===== config.mk =====
export PLATFORM = sky130hd
export DESIGN_NAME = lsu
export DESIGN_NICKNAME = d
export VERILOG_FILES = /design/src/rtl/lsu_pkg.sv /design/src/rtl/lsu_align.sv /design/src/rtl/lsu.sv
export SDC_FILE = /design/constraint.sdc
export NUM_CORES = 1
export LEC_CHECK = 0
export BUFFER_PORTS_ARGS = -buffer_cell sky130_fd_sc_hd__buf_2
export CAP_MARGIN = 15
export CORE_UTILIZATION = 30
export CTS_BUF_LIST = sky130_fd_sc_hd__clkbuf_8 sky130_fd_sc_hd__clkbuf_16
export CTS_CLUSTER_SIZE = 30
export DETAILED_ROUTE_END_ITERATION = 6
export PLACE_DENSITY = 0.54
export SYNTH_ARGS = -nofsm -noshare
export SYNTH_HDL_FRONTEND = slang
export SYNTH_HIERARCHICAL = 1
export SYNTH_SLANG_ARGS = --single-unit

===== constraint.sdc =====
create_clock -name clk -period 3.4 [get_ports clk]
set_clock_uncertainty 0.15 [all_clocks]
set_input_delay 0.17 -clock clk [delete_from_list [all_inputs] [get_ports clk]]
set_output_delay 0.17 -clock clk [all_outputs]
set_load 0.05 [all_outputs]

===== src/rtl/lsu_pkg.sv =====
// -----------------------------------------------------------------------------
// lsu_pkg: shared types and constants for the load/store unit.
//   lsu_state_e    : control FSM states (IDLE/REQ/WAIT/DONE)
//   SZ_B/SZ_H/SZ_W : access size encodings carried in mem_op[1:0]
//   OP_*           : bit positions inside mem_op
//   is_misaligned  : alignment test for a size/offset pair
// -----------------------------------------------------------------------------
package lsu_pkg;

  typedef enum logic [1:0] {
    IDLE = 2'd0,
    REQ  = 2'd1,
    WAIT = 2'd2,
    DONE = 2'd3
  } lsu_state_e;

  localparam logic [1:0] SZ_B = 2'b00;
  localparam logic [1:0] SZ_H = 2'b01;
  localparam logic [1:0] SZ_W = 2'b10;

  localparam int unsigned OP_IS_MEM   = 3;
  localparam int unsigned OP_IS_STORE = 2;
  localparam int unsigned OP_SIZE_HI  = 1;
  localparam int unsigned OP_SIZE_LO  = 0;

  // Halves only need an even offset; words (and the size-11 alias) need offset 0.
  function automatic logic is_misaligned(input logic [1:0] size, input logic [1:0] off);
    logic mis;
    case (size)
      SZ_B:    mis = 1'b0;
      SZ_H:    mis = off[0];
      default: mis = (off != 2'b00);
    endcase
    return mis;
  endfunction

endpackage


===== src/rtl/lsu_align.sv =====
// -----------------------------------------------------------------------------
// lsu_align: combinational byte-lane logic for the load/store unit.
//   size_i       : access size (SZ_B/SZ_H/SZ_W, 11 treated as word)
//   offset_i     : byte offset within the word (address bits [1:0])
//   unsigned_i   : zero-extend sub-word loads when 1
//   store_data_i : rs2 value to be placed on the write lanes
//   rdata_i      : memory read word
//   wmask_o      : byte enables
//   wdata_o      : lane-replicated write data
//   load_data_o  : extracted and extended load value
// Misaligned offsets are truncated to the legal lanes (half uses o&2, word 0).
// -----------------------------------------------------------------------------
module lsu_align
  import lsu_pkg::*;
(
  input  logic [1:0]  size_i,
  input  logic [1:0]  offset_i,
  input  logic        unsigned_i,
  input  logic [31:0] store_data_i,
  input  logic [31:0] rdata_i,
  output logic [3:0]  wmask_o,
  output logic [31:0] wdata_o,
  output logic [31:0] load_data_o
);

  logic [1:0]  eff_off_s;
  logic [31:0] shifted_s;

  // Effective offset, store lanes and load extraction for the given size.
  always_comb begin
    eff_off_s   = 2'b00;
    wmask_o     = 4'b1111;
    wdata_o     = store_data_i;
    load_data_o = rdata_i;
    case (size_i)
      SZ_B: begin
        eff_off_s = offset_i;
        wmask_o   = 4'b0001 << eff_off_s;
        wdata_o   = {4{store_data_i[7:0]}};
      end
      SZ_H: begin
        eff_off_s = {offset_i[1], 1'b0};
        wmask_o   = 4'b0011 << eff_off_s;
        wdata_o   = {2{store_data_i[15:0]}};
      end
      default: begin
        eff_off_s = 2'b00;
        wmask_o   = 4'b1111;
        wdata_o   = store_data_i;
      end
    endcase
    // Bring the addressed lane down to bit 0 before extending.
    shifted_s = rdata_i >> {eff_off_s, 3'b000};
    case (size_i)
      SZ_B:    load_data_o = unsigned_i ? {24'h000000, shifted_s[7:0]}
                                        : {{24{shifted_s[7]}}, shifted_s[7:0]};
      SZ_H:    load_data_o = unsigned_i ? {16'h0000, shifted_s[15:0]}
                                        : {{16{shifted_s[15]}}, shifted_s[15:0]};
      default: load_data_o = shifted_s;
    endcase
  end

endmodule


===== src/rtl/lsu.sv =====
// -----------------------------------------------------------------------------
// lsu: load/store unit downstream of the ALU.
//   clk, rst           : clock, asynchronous active-high reset
//   ALU_done           : ALU result valid pulse
//   alu_result         : effective address or pass-through value
//   store_data         : rs2 value for stores
//   mem_op             : [3]=is_mem [2]=is_store [1:0]=size
//   load_unsigned      : zero-extend sub-word loads
//   mem_req_*          : valid/ready data-memory request channel (registered)
//   mem_rsp_valid/rdata: valid-only response channel
//   lsu_result         : writeback value, valid while LSU_done
//   LSU_done           : one-cycle completion pulse
//   misalign           : misaligned-access flag alongside LSU_done
// Optional feature macro: LSU_MISALIGN_TRAP_EN. When defined, a misaligned
// access skips the memory and completes with the faulting address and
// misalign=1. When undefined, misalign stays 0 and offsets are truncated.
// -----------------------------------------------------------------------------
module lsu
  import lsu_pkg::*;
#(
  parameter int ADDR_W = 32,
  parameter int DATA_W = 32
) (
  input  logic              clk,
  input  logic              rst,
  input  logic              ALU_done,
  input  logic [ADDR_W-1:0] alu_result,
  input  logic [31:0]       store_data,
  input  logic [3:0]        mem_op,
  input  logic              load_unsigned,
  output logic              mem_req_valid,
  input  logic              mem_req_ready,
  output logic              mem_req_wen,
  output logic [ADDR_W-1:0] mem_req_addr,
  output logic [31:0]       mem_req_wdata,
  output logic [3:0]        mem_req_wmask,
  input  logic              mem_rsp_valid,
  input  logic [31:0]       mem_rsp_rdata,
  output logic [DATA_W-1:0] lsu_result,
  output logic              LSU_done,
  output logic              misalign
);

`ifdef LSU_MISALIGN_TRAP_EN
  localparam logic TRAP_EN_C = 1'b1;
`else
  localparam logic TRAP_EN_C = 1'b0;
`endif

  lsu_state_e        state_q, state_d;
  logic [1:0]        off_q, off_d, size_q, size_d;
  logic              store_q, store_d, uns_q, uns_d;
  logic              valid_q, valid_d, wen_q, wen_d;
  logic [ADDR_W-1:0] addr_q, addr_d;
  logic [31:0]       wdata_q, wdata_d;
  logic [3:0]        wmask_q, wmask_d;
  logic [DATA_W-1:0] result_q, result_d;
  logic              done_q, done_d, mis_q, mis_d;

  logic [1:0]  size_s, off_s;
  logic        uns_s, trap_s;
  logic [3:0]  wmask_s;
  logic [31:0] wdata_s, load_s;

  // Align logic sees the live instruction in IDLE and the latched one afterwards.
  always_comb begin
    if (state_q == IDLE) begin
      size_s = mem_op[OP_SIZE_HI:OP_SIZE_LO];
      off_s  = alu_result[1:0];
      uns_s  = load_unsigned;
    end else begin
      size_s = size_q;
      off_s  = off_q;
      uns_s  = uns_q;
    end
  end

  assign trap_s = TRAP_EN_C & is_misaligned(mem_op[OP_SIZE_HI:OP_SIZE_LO], alu_result[1:0]);

  lsu_align u_align (
    .size_i      (size_s),
    .offset_i    (off_s),
    .unsigned_i  (uns_s),
    .store_data_i(store_data),
    .rdata_i     (mem_rsp_rdata),
    .wmask_o     (wmask_s),
    .wdata_o     (wdata_s),
    .load_data_o (load_s)
  );

  // Next-state and registered-output logic; done/misalign default to a pulse.
  always_comb begin
    state_d  = state_q;
    off_d    = off_q;
    size_d   = size_q;
    store_d  = store_q;
    uns_d    = uns_q;
    valid_d  = valid_q;
    wen_d    = wen_q;
    addr_d   = addr_q;
    wdata_d  = wdata_q;
    wmask_d  = wmask_q;
    result_d = result_q;
    done_d   = 1'b0;
    mis_d    = 1'b0;
    case (state_q)
      IDLE: begin
        if (ALU_done) begin
          if (!mem_op[OP_IS_MEM]) begin
            result_d = DATA_W'(alu_result);
            done_d   = 1'b1;
          end else if (trap_s) begin
            result_d = DATA_W'(alu_result);
            done_d   = 1'b1;
            mis_d    = 1'b1;
            state_d  = DONE;
          end else begin
            off_d   = alu_result[1:0];
            size_d  = mem_op[OP_SIZE_HI:OP_SIZE_LO];
            store_d = mem_op[OP_IS_STORE];
            uns_d   = load_unsigned;
            valid_d = 1'b1;
            wen_d   = mem_op[OP_IS_STORE];
            addr_d  = {alu_result[ADDR_W-1:2], 2'b00};
            wdata_d = wdata_s;
            wmask_d = wmask_s;
            state_d = REQ;
          end
        end else begin
          state_d = IDLE;
        end
      end
      REQ: begin
        if (mem_req_ready) begin
          valid_d = 1'b0;
          state_d = WAIT;
        end else begin
          valid_d = 1'b1;
        end
      end
      WAIT: begin
        if (mem_rsp_valid) begin
          result_d = store_q ? {DATA_W{1'b0}} : load_s;
          done_d   = 1'b1;
          state_d  = DONE;
        end else begin
          state_d = WAIT;
        end
      end
      DONE: begin
        state_d = IDLE;
      end
      default: begin
        state_d = IDLE;
      end
    endcase
  end

  // State and output registers with asynchronous reset.
  always_ff @(posedge clk or posedge rst) begin
    if (rst) begin
      state_q  <= IDLE;
      off_q    <= 2'b00;
      size_q   <= 2'b00;
      store_q  <= 1'b0;
      uns_q    <= 1'b0;
      valid_q  <= 1'b0;
      wen_q    <= 1'b0;
      addr_q   <= {ADDR_W{1'b0}};
      wdata_q  <= 32'h0000_0000;
      wmask_q  <= 4'b0000;
      result_q <= {DATA_W{1'b0}};
      done_q   <= 1'b0;
      mis_q    <= 1'b0;
    end else begin
      state_q  <= state_d;
      off_q    <= off_d;
      size_q   <= size_d;
      store_q  <= store_d;
      uns_q    <= uns_d;
      valid_q  <= valid_d;
      wen_q    <= wen_d;
      addr_q   <= addr_d;
      wdata_q  <= wdata_d;
      wmask_q  <= wmask_d;
      result_q <= result_d;
      done_q   <= done_d;
      mis_q    <= mis_d;
    end
  end

  assign mem_req_valid = valid_q;
  assign mem_req_wen   = wen_q;
  assign mem_req_addr  = addr_q;
  assign mem_req_wdata = wdata_q;
  assign mem_req_wmask = wmask_q;
  assign lsu_result    = result_q;
  assign LSU_done      = done_q;
  assign misalign      = mis_q;

endmodule


==> results.sh, run 1 <==
export IMPL_yosys_cell_types_count=36
export IMPL_core_area_um2=19500
export IMPL_yosysWarnings=6
export IMPL_rows=51
export IMPL_cts_root_buf="clkbuf_16"
export IMPL_cts_tree="done"
export IMPL_crit_path_start="state_q[1]$_DFFE_PP0P_"
export IMPL_timing_final_crit_share=0.877
export IMPL_grt_max_degree=75
export IMPL_worst_pin_slew_ns=0.992
export IMPL_clock_latency_ns=0.35
export IMPL_grt_first_pass_wirelength_um=26700
export IMPL_dp_hpwl_um=13100
export IMPL_multi_input_area_um2=2810
export IMPL_status="finished clean"
export IMPL_final_util=0.409
export IMPL_dr_pass1_iters=4
export IMPL_antenna_found_initial=4
export IMPL_rr_startpoint="state_q[1]$_DFFE_PP0P_"
export IMPL_place_congestion=0.775
export IMPL_initial_utilization=0.307
export IMPL_dieHeight_um=143
export IMPL_final_hold_viol_count=0
export IMPL_clockBufferDepth=2
export IMPL_io_buffer_count=206
export IMPL_hold_path_class="in -> reg"
export IMPL_avgViaCountPerCell=4.63
export IMPL_arrival_ns=3.05
export IMPL_ctsResizeCount=0
export IMPL_max_cap_viol_count=0
export IMPL_wl_per_cell_um=17.3
export IMPL_cts_buffers_inserted=9
export IMPL_clk_pin_slew_ns=0.07
export IMPL_ant_nets=0
export IMPL_cp_start_kind="register"
export IMPL_fin_tns_setup_ns=0
export IMPL_grt_overflow=0
export IMPL_place_ws_ns=0.431
export IMPL_synth_seq_area_share=0.451
export IMPL_drc=0
export IMPL_clkSinkCount=108
export IMPL_worstSetupEndpointType="register"
export IMPL_avgSynthCellArea_um2=11.9
export IMPL_syn_to_final_growth_pct=33.2
export IMPL_worst_slack_ns=0.417
export IMPL_grt_usage=0.174
export IMPL_max_freq_mhz=335
export IMPL_min_period_ns=2.98
export IMPL_wl_um=17600
export IMPL_rsz0062_at_grt="no"
export IMPL_min_delay_start="store_data[30]"
export IMPL_htreeDepth=3
export IMPL_syn_cell_area_um2=5990
export IMPL_final_fill_count=1959
export IMPL_yosys_area_top_type="dfrtp_1"
export IMPL_synth_seq_cells=108
export IMPL_finalSetupViolCount=0
export IMPL_fin_nets=853
export IMPL_yosysTopAreaCellShare=0.451
export IMPL_drt_iter0_markers=195
export IMPL_max_slew_margin=0.339
export IMPL_vias=4715
export IMPL_criticalPathCategory="reg -> reg"
export IMPL_drive_above_1_share=0.425
export IMPL_die_area_um2=20500
export IMPL_seq_area_um2=2700
export IMPL_slew_viol_final=0
export IMPL_crit_required_ns=3.47
export IMPL_io_pins=210
export IMPL_grt_pass1_vias=4893
export IMPL_die_w_um=143
export IMPL_cp_max_fo=18
export IMPL_ys_top_cells_by_area="dfrtp_1, mux2_2, mux2_1"
export IMPL_synthCells=504
## registers in the layout, summed over array words and instances (netlist names), 2 cells and up
register	cells
mem_req_wmask	4
lsu_result	32
off_q	2
mem_req_wdata	32
mem_req_addr	30
state_q	2
size_q	2
## worst paths after layout
check | cells after the start | to | slack, ns
worst min-delay path | 4 | mem_req_wdata[30]$_DFFE_PP0P_ | 0.002
worst max-delay path | 10 | lsu_result[12]$_DFFE_PP0P_ | 0.42
worst min register to register | 1 | mem_req_addr[27]$_DFFE_PP0P_ | 0.34
max in group asynchronous | 4 | lsu_result[12]$_DFFE_PP0P_ | 1.81
worst max register to register | 10 | lsu_result[12]$_DFFE_PP0P_ | 0.42
min in group asynchronous | 3 | mem_req_wdata[18]$_DFFE_PP0P_ | 0.41
## cell type report
type / instances / share of cell area
multi-input combinational: 312 / 0.352
tap: 265 / 0.0415
inverter: 38 / 0.0182
clock buffer: 10 / 0.0299
timing repair buffer: 275 / 0.211
clock inverter: 6 / 0.00721
antenna: 4 / 0.00125
sequential: 108 / 0.339
## routing by layer
layer,global-route usage,share of wire,vias to the layer above
met5,0,0,-
met4,0.0560,0.016,0
met3,0.0506,0.070,18
met2,0.298,0.49,171
met1,0.209,0.43,2289
li1,-,-,2237
## cells in the mapped netlist (all sizes together)
master and n:
o21a 2, conb 1, o221a 1, nand2b 4, nor2 3, o22ai 10, nor2b 33, a32oi 2
clkbuf 6, inv 38, o221ai 16, nand3 1, mux2i 48, nor3 1, ha 3, a21oi 36
or3 1, mux4 7, o21ai 12, and4bb 2, dfrtp 108, mux2 95, nand2 32, buf 42
## through the flow
step	cell area (um^2)	std cells	hold WS, ns
after floorplan	6000	506	0.128
after global placement	7140	944	0.237
after detailed placement	7140	944	0.243
after CTS	7970	1014	0.00560
after global routing	7980	1017	0.0177
final	7980	1018	0.00187
## logic make-up (layout without fill, tap and decap cells)
family	count (synthesis)	count (layout)	synth area share
AO/OA/AOI/OAI	79	79	0.104
adder cells (fa/ha/maj)	3	3	0.00626
buffers and inverters	86	329	0.0833
flip-flops	108	108	0.451
multiplexers	150	150	0.285
other	1	7	0.000626
AND/OR/NAND/NOR	77	77	0.0695
## placed cells by master, fill, tap and decap left out
cell type and count:
a21oi_4 1, and4bb_1 2, o21a_1 2, ha_1 3
mux4_2 7, clkbuf_8 1, a32oi_1 2, clkbuf_16 9
clkinvlp_4 1, o221ai_2 11, mux2i_1 48, mux2_2 49
o221a_4 1, a21oi_1 35, nand2_2 1, nand2_1 31
nor2b_1 31, o221ai_1 5, nor2_1 2, nor2_4 1
nand3_4 1, nor2b_2 2, diode_2 4, nor3_1 1
mux2_1 46, dfrtp_1 108, o21ai_0 12, buf_2 206
nand2b_1 4, o22ai_1 2, clkinv_4 1, conb_1 3
inv_4 1, o22ai_2 8, inv_2 1, bufinv_16 1
or3_1 1, inv_1 39, dlygate4sd3_1 54, buf_4 15
## critical path, stage by stage (launching register included)
cell	delay, ns
dfrtp_1	0.39
inv_1	0.09
ha_1	0.20
mux2_2	0.54
nand2b_1	0.28
a21oi_1	0.21
o221a_4	0.41
buf_4	0.26
o22ai_2	0.10
a21oi_1	0.14
mux2i_1	0.09
## what timing repair did
action	CTS	global route
hold endpoints to repair	124	0
hold buffers	54	0
setup buffers	0	0
Power of run 1 is left out: the tool's default activity adds up to more than one toggle a clock period on the data nets, which glitch-free logic cannot reach.
==> run 2: changes to the inputs <==
--- a/config.mk
+++ b/config.mk
@@ -11,8 +11,7 @@
 export CTS_BUF_LIST = sky130_fd_sc_hd__clkbuf_8 sky130_fd_sc_hd__clkbuf_16
 export CTS_CLUSTER_SIZE = 30
 export DETAILED_ROUTE_END_ITERATION = 6
-export PLACE_DENSITY = 0.54
+export PLACE_DENSITY = 0.55
 export SYNTH_ARGS = -nofsm -noshare
 export SYNTH_HDL_FRONTEND = slang
-export SYNTH_HIERARCHICAL = 1
 export SYNTH_SLANG_ARGS = --single-unit
==> run 2 against run 1 <==
- cell area fell by 3.5%
- fmax rose by 4.8%
- die area fell by 9.3%
- the flow now finishes with violations (hold timing)
- register-to-register slack improved by 0.14 ns
- core utilization rose by 3.2 points
- critical path type unchanged
- non-clock buffer count rose by 16
- clock-buffer cell count fell by 1
- routed wire length fell by 0.42%
- synthesized cell count fell by 3.8%
- first-iteration DRC count fell by 21%
- final cell count fell by 3.4%
==> results.sh, run 2 <==
export IMPL_yosysWarnings=0
export IMPL_wl_um=17500
export IMPL_crit_path_frequent_cell="mux2i_1"
export IMPL_power_internal_mw=4.03
export IMPL_synth_xor_area_frac=0
export IMPL_avgSynthCellArea_um2=11.2
export IMPL_drc=0
export IMPL_max_stage_delay_ns=0.57
export IMPL_rows=48
export IMPL_min_path_cells=3
export IMPL_cp_max_fo=17
export IMPL_criticalPathCategory="reg -> reg"
export IMPL_syn_cell_area_um2=5430
export IMPL_layout_commonest_cell="buf_2"
export IMPL_worst_pin_slew_ns=0.804
export IMPL_worstSetupEndpointType="register"
export IMPL_grt_first_pass_wirelength_um=26600
export IMPL_r2r_slack_ns=0.55
export IMPL_fin_tns_setup_ns=0
export IMPL_rsz0062_at_grt="no"
export IMPL_clock_latency_ns=0.36
export IMPL_cts_root_buf="clkbuf_16"
export IMPL_ctsResizeCount=0
export IMPL_comb_power_share=0.614
export IMPL_r2r_end="lsu_result[2]$_DFFE_PP0P_"
export IMPL_slew_viol_final=0
export IMPL_layout_cells_non_filler=983
export IMPL_yosys_cell_types_count=47
export IMPL_finalSetupViolCount=0
export IMPL_yosysTopAreaCellShare=0.498
export IMPL_power_switching_mw=4.66
export IMPL_grt_overflow=0
export IMPL_antenna_found_initial=0
export IMPL_ant_nets=0
export IMPL_violations="hold timing"
export IMPL_ir_drop_mv=0.580
export IMPL_rr_startpoint="state_q[0]$_DFFE_PP0P_"
export IMPL_max_freq_mhz=351
export IMPL_arrival_ns=2.95
export IMPL_syn_to_final_growth_pct=42.0
export IMPL_place_ws_ns=0.569
export IMPL_dr_pass1_iters=5
export IMPL_cp_cell_sequence="inv_1 -> ha_1 -> nor3b_2 -> nor2_2 -> buf_4 -> mux2i_1 -> mux2i_1 -> a221o_1"
export IMPL_antenna_cells=0
export IMPL_synth_ff_type="dfrtp_1"
export IMPL_min_delay_start="store_data[16]"
export IMPL_final_hold_viol_count=1
export IMPL_cp_top_family="adder cells"
export IMPL_clkSinkCount=108
export IMPL_power_frac_clock=0.122
export IMPL_dp_hpwl_um=12500
export IMPL_cts_tree="done"
export IMPL_max_slew_margin=0.464
export IMPL_dp_cells=896
export IMPL_r2r_cells=8
export IMPL_synth_simple_gate_area_frac=0.118
export IMPL_postSynth_asyncResetShare=1.00
export IMPL_max_cap_viol_count=0
export IMPL_initial_utilization=0.310
export IMPL_power_per_cell_area_nw_per_um2=1130
export IMPL_fin_hold_ws_ns=-0.00159
export IMPL_yosys_area_top_type="dfrtp_1"
export IMPL_min_to="mem_req_wdata[16]$_DFFE_PP0P_"
export IMPL_core_area_um2=17500
export IMPL_ys_top_cells_by_area="dfrtp_1, mux2_2, mux2i_1"
export IMPL_hold_path_class="in -> reg"
export IMPL_final_cell_mix="buf_2, dfrtp_1, dlygate4sd3_1, mux2_2, mux2i_1"
export IMPL_grt_pass1_vias=4911
export IMPL_die_w_um=136
export IMPL_io_buffer_count=206
export IMPL_die_area_um2=18600
export IMPL_crit_required_ns=3.51
export IMPL_worst_path_buf_inv=2
export IMPL_p_leak_nw=3.77
export IMPL_clockBufferDepth=2
export IMPL_fin_nets=862
export IMPL_final_util=0.441
export IMPL_avgViaCountPerCell=4.95
export IMPL_drive_above_1_share=0.416
export IMPL_dieHeight_um=136
export IMPL_min_period_ns=2.85
export IMPL_power_share_switching=0.537
export IMPL_synth_top_family_by_area="multiplexers"
export IMPL_synthCells=485
export IMPL_pwr_share_seq=0.263
export IMPL_drt_iter0_markers=154
export IMPL_timing_final_crit_share=0.837
export IMPL_place_congestion=0.869
export IMPL_status="finished, violations left"
export IMPL_synthAdderAreaFrac=0.00692
export IMPL_cp_start_kind="register"
export IMPL_crit_path_top_delay_cell="ha_1"
export IMPL_wl_per_cell_um=17.8
export IMPL_clk_pin_slew_ns=0.09
export IMPL_synth_seq_cells=108
export IMPL_grt_max_degree=75
export IMPL_grt_usage=0.190
export IMPL_vias=4863
export IMPL_synth_compound_area_frac=0.133
export IMPL_worst_slack_ns=0.554
export IMPL_yosysMostFrequentCell="dfrtp_1"
export IMPL_synthTopCellsByCount="dfrtp_1, mux2_2, mux2i_1, nand2_1, o21ai_0"
export IMPL_io_pins=210
export IMPL_htreeDepth=3
export IMPL_synth_seq_area_share=0.498
export IMPL_synth_edf_count=0
export IMPL_synth_mux_area_frac=0.203
export IMPL_cts_buffers_inserted=9
[run 2: cell count changes in the layout (fill, tap and decap cells not counted), sizes merged, moves of 9 or more]
| cell | change |
|---|---|
| o221ai | -16 |
| dlygate4sd3 | +17 |
| o21ai | +40 |
| nor3b | +34 |
| o211ai | +9 |
| nand2 | +9 |
| nor2 | +22 |
| mux2 | -42 |
| inv | -30 |
| nor2b | -31 |
| o22ai | -9 |
[run 2: timing repair]
item	CTS	global route
hold buffers	71	0
endpoints found under the hold margin	126	0
buffers inserted	0	0
[run 2: power by group through the flow]
stage                     Combinational [mW]  Sequential, mW  Clock (mW)
final                                   5.34            2.29        1.06
after global routing                    5.69            2.37        1.15
after CTS                               5.37            2.28        1.10
after detailed placement                5.30            2.30           0
after global placement                  5.23            2.27           0
after floorplan                         1.99            4.30           0
[run 2: worst max path at each step]
stage                                start                   endpoint  slack (ns)  cells past startpoint
CTS                 state_q[0]$_DFFE_PP0P_  lsu_result[2]$_DFFE_PP0P_        0.56                      8
floorplan                              rst         LSU_done$_DFF_PP0_        0.23                      1
detailed placement  state_q[0]$_DFFE_PP0P_  lsu_result[2]$_DFFE_PP0P_        0.57                      8
global route        state_q[0]$_DFFE_PP0P_  lsu_result[2]$_DFFE_PP0P_        0.41                      8
finish              state_q[0]$_DFFE_PP0P_  lsu_result[2]$_DFFE_PP0P_        0.55                      8
global placement    state_q[0]$_DFFE_PP0P_  lsu_result[2]$_DFFE_PP0P_        0.61                      8
[run 2: cells by family after synthesis]
group                      after synthesis
DFF                                    108
buffers and inverters                   42
other                                    1
and+or+nand+nor                        116
adders and majority gates                3
muxes                                  103
AOI/OAI and AO/OA                      112
[run 2: final cells by class]
cell class,instances,area (um^2)
Clock buffer,9,225
Clock inverter,7,65.1
Fill cell,1675,9770
Inverter,6,25.0
Multi-Input combinational cell,337,2530
Sequential cell,108,2700
Tap cell,225,282
Timing Repair Buffer,291,1870
[run 2: worst reg2reg max path: stages, from the launching register on]
cell,delay (ns)
dfrtp_1,0.39
inv_1,0.10
ha_1,0.57
nor3b_2,0.17
nor2_2,0.16
buf_4,0.31
mux2i_1,0.36
mux2i_1,0.22
a221o_1,0.33
[run 2: stage by stage]
step                power [mW]  cell area, um^2
floorplan                 6.29             5430
global placement          7.50             6710
detailed placement        7.60             6710
CTS                       8.75             7710
global route              9.20             7710
finish                    8.69             7710
[run 2: layer usage]
metal  vias up  share of wire  global-route usage
li1       2274              -                   -
met4         0          0.029              0.0858
met5         -              0                   0
met1      2337           0.42               0.231
met3        34          0.078              0.0436
met2       218           0.47               0.320
Power figures use the tool's default switching activity.
==> run 3: changes to the inputs <==
--- a/config.mk
+++ b/config.mk
@@ -5,13 +5,14 @@
 export SDC_FILE = /design/constraint.sdc
 export NUM_CORES = 1
 export LEC_CHECK = 0
+export ABC_AREA = 1
 export BUFFER_PORTS_ARGS = -buffer_cell sky130_fd_sc_hd__buf_2
 export CAP_MARGIN = 15
 export CORE_UTILIZATION = 30
 export CTS_BUF_LIST = sky130_fd_sc_hd__clkbuf_8 sky130_fd_sc_hd__clkbuf_16
 export CTS_CLUSTER_SIZE = 30
 export DETAILED_ROUTE_END_ITERATION = 6
-export PLACE_DENSITY = 0.55
+export PLACE_DENSITY = 0.57
 export SYNTH_ARGS = -nofsm -noshare
 export SYNTH_HDL_FRONTEND = slang
 export SYNTH_SLANG_ARGS = --single-unit
==> constraint.sdc (replaced) <==
create_clock -name clk -period 2.46 [get_ports clk]
set_clock_uncertainty 0.15 [all_clocks]
set_input_delay 0.123 -clock clk [delete_from_list [all_inputs] [get_ports clk]]
set_output_delay 0.123 -clock clk [all_outputs]
set_load 0.05 [all_outputs]
==> run 3 against run 2 <==
- the run now ends clean
- clock power rose by 42%
- via count increased by 17%
- total power rose by 45%
- global-route usage grew 2.0 points
- sequential share of layout area shrank 0.72 points
- sequential cell count is the same
- critical endpoint is now lsu_result[16]$_DFFE_PP0P_
- largest power group unchanged
- highest routed layer is now met5
==> results.sh, run 3 <==
export IMPL_drive_above_1_share=0.270
export IMPL_final_util=0.452
export IMPL_syn_to_final_growth_pct=46.0
export IMPL_status="finished clean"
export IMPL_finalSetupViolCount=0
export IMPL_htreeDepth=3
export IMPL_max_slew_margin=0.567
export IMPL_max_cap_viol_count=0
export IMPL_synthCells=716
export IMPL_grt_usage=0.210
export IMPL_wl_um=19100
export IMPL_min_period_ns=2.25
export IMPL_worst_pin_slew_ns=0.648
export IMPL_grt_max_degree=41
export IMPL_power_per_cell_area_nw_per_um2=1600
export IMPL_wl_per_cell_um=15.6
export IMPL_layout_cells_non_filler=1227
export IMPL_final_area_um2=7870
export IMPL_wl_met3_um=692
export IMPL_p_leak_nw=4.10
export IMPL_grt_pass1_vias=5561
export IMPL_cp_start_kind="register"
export IMPL_cts_buffers_inserted=9
export IMPL_syn_cell_area_um2=5390
export IMPL_clkSinkCount=108
export IMPL_clk_pin_slew_ns=0.07
export IMPL_criticalPathCategory="reg -> reg"
export IMPL_timing_final_crit_share=0.913
export IMPL_drc=0
export IMPL_cp_max_fo=14
export IMPL_synth_seq_area_share=0.502
export IMPL_clock_latency_ns=0.35
export IMPL_place_congestion=0.847
export IMPL_clockBufferDepth=2
export IMPL_dp_cells=1132
export IMPL_synthTopCellsByCount="nand2_1, dfrtp_1, a21oi_1, o21ai_0, nor2_1"
export IMPL_dr_pass1_iters=5
export IMPL_synth_top_family_by_area="simple AND/OR/NAND/NOR gates"
export IMPL_postSynth_asyncResetShare=1.00
export IMPL_rows=48
export IMPL_met1_length_um=9020
export IMPL_avgSynthCellArea_um2=7.53
export IMPL_synthAdderAreaFrac=0.00697
export IMPL_slew_viol_final=0
export IMPL_antenna_found_initial=5
export IMPL_initial_utilization=0.309
export IMPL_synth_mux_area_frac=0
export IMPL_final_fill_count=1807
export IMPL_worstSetupEndpointType="register"
export IMPL_synth_seq_cells=108
export IMPL_synth_xor_area_frac=0
export IMPL_layout_commonest_cell="nand2_1"
export IMPL_grt_first_pass_wirelength_um=29500
export IMPL_yosysWarnings=0
export IMPL_grt_overflow=0
export IMPL_highest_layer="met5"
export IMPL_ir_drop_mv=0.670
export IMPL_final_cell_mix="nand2_1, buf_2, dfrtp_1, a21oi_1, dlygate4sd3_1"
export IMPL_yosysTopAreaCellShare=0.502
export IMPL_crit_required_ns=2.55
export IMPL_fin_nets=1102
export IMPL_wl_met2_um=8640
export IMPL_worst_slack_ns=0.214
export IMPL_vias=5690
export IMPL_die_area_um2=18500
export IMPL_ant_nets=0
export IMPL_yosysMostFrequentCell="nand2_1"
export IMPL_max_freq_mhz=445
export IMPL_dieHeight_um=136
export IMPL_dp_hpwl_um=13900
export IMPL_cts_root_buf="clkbuf_16"
export IMPL_cts_tree="done"
export IMPL_place_area_um2=6770
export IMPL_avgViaCountPerCell=4.64
export IMPL_synth_simple_gate_area_frac=0.280
export IMPL_io_buffer_count=206
export IMPL_synth_compound_area_frac=0.145
export IMPL_hold_path_class="in -> reg"
export IMPL_arrival_ns=2.34
export IMPL_drt_iter0_markers=290
export IMPL_final_hold_viol_count=0
export IMPL_ys_top_cells_by_area="dfrtp_1, nand2_1, a21oi_1"
export IMPL_yosys_area_top_type="dfrtp_1"
export IMPL_io_pins=210
export IMPL_die_w_um=136
export IMPL_synth_ff_type="dfrtp_1"
export IMPL_core_area_um2=17400
export IMPL_yosys_cell_types_count=25
export IMPL_synth_edf_count=0
export IMPL_place_ws_ns=-0.0503
run 3: cell families (layout without fill, tap and decap cells):
kind of cell	Yosys count	count (layout)
AOI/OAI and AO/OA	150	150
adders and majority gates	3	3
buffers and inverters	86	365
DFF	108	108
other	1	7
and+or+nand+nor	368	369
run 3: final timing paths:
kind / slack (ns) / startpoint / to / cells after the start
max: 0.21 / state_q[1]$_DFFE_PP0P_ / lsu_result[16]$_DFFE_PP0P_ / 14
min reg2reg: 0.31 / mem_req_addr[5]$_DFFE_PP0P_ / mem_req_addr[5]$_DFFE_PP0P_ / 2
min: 0.02 / store_data[13] / mem_req_wdata[13]$_DFFE_PP0P_ / 5
max reg2reg: 0.21 / state_q[1]$_DFFE_PP0P_ / lsu_result[16]$_DFFE_PP0P_ / 14
max in group asynchronous: 1.24 / rst / size_q[0]$_DFFE_PP0P_ / 4
min in group asynchronous: 0.25 / rst / mem_req_addr[16]$_DFFE_PP0P_ / 3
run 3: final cells by class:
cell class                      count  area, um^2  share of cell area
Antenna cell                        4        10.0             0.00127
Clock buffer                       11         253              0.0321
Clock inverter                      5        52.6             0.00668
Inverter                           46         176              0.0224
Multi-Input combinational cell    525        2390               0.304
Sequential cell                   108        2700               0.344
Tap cell                          225         282              0.0358
Timing Repair Buffer              303        2000               0.254
run 3: power by group:
part           internal, mW  switching (mW)
Sequential             2.65           0.430
Combinational          2.07            5.94
Clock                 0.839           0.665
Total                  5.55            7.04
run 3: layer usage:
| layer | vias to the layer above | GRT usage |
|---|---|---|
| met3 | 48 | 0.0257 |
| li1 | 2852 | - |
| met4 | 2 | 0.115 |
| met2 | 169 | 0.323 |
| met1 | 2619 | 0.286 |
| met5 | - | 0 |
run 3: metrics by stage:
| step | power [mW] | hold slack [ns] | setup TNS (ns) |
|---|---|---|---|
| finish | 12.6 | 0.0234 | 0 |
| global route | 13.5 | 0.0589 | -0.0183 |
| CTS | 12.6 | 0.0123 | 0 |
| detailed placement | 10.9 | 0.0964 | -0.209 |
| global placement | 10.8 | 0.0932 | 0 |
| floorplan | 8.80 | 0.0691 | 0 |
run 3: timing repair:
| action | in CTS | in global routing |
|---|---|---|
| hold buffers | 71 | 0 |
| cloned | 0 | 1 |
| endpoints found under the setup margin | 19 | 42 |
| gates resized for setup | 1 | 10 |
| hold endpoints to repair | 124 | 0 |
| pin swaps | 1 | 2 |
| setup buffers | 2 | 1 |
run 3: worst max-delay path, cell delays in order (launching register included):
cell and delay, ns:
dfrtp_1 0.39, inv_1 0.10, ha_2 0.25, inv_2 0.08, nand2_1 0.11, nand2_4 0.10, nand2_4 0.18, nor2_8 0.07
buf_12 0.14, o21ai_0 0.24, nand2_1 0.10, nand2_1 0.07, inv_1 0.05, nand2_1 0.06, a21oi_1 0.06
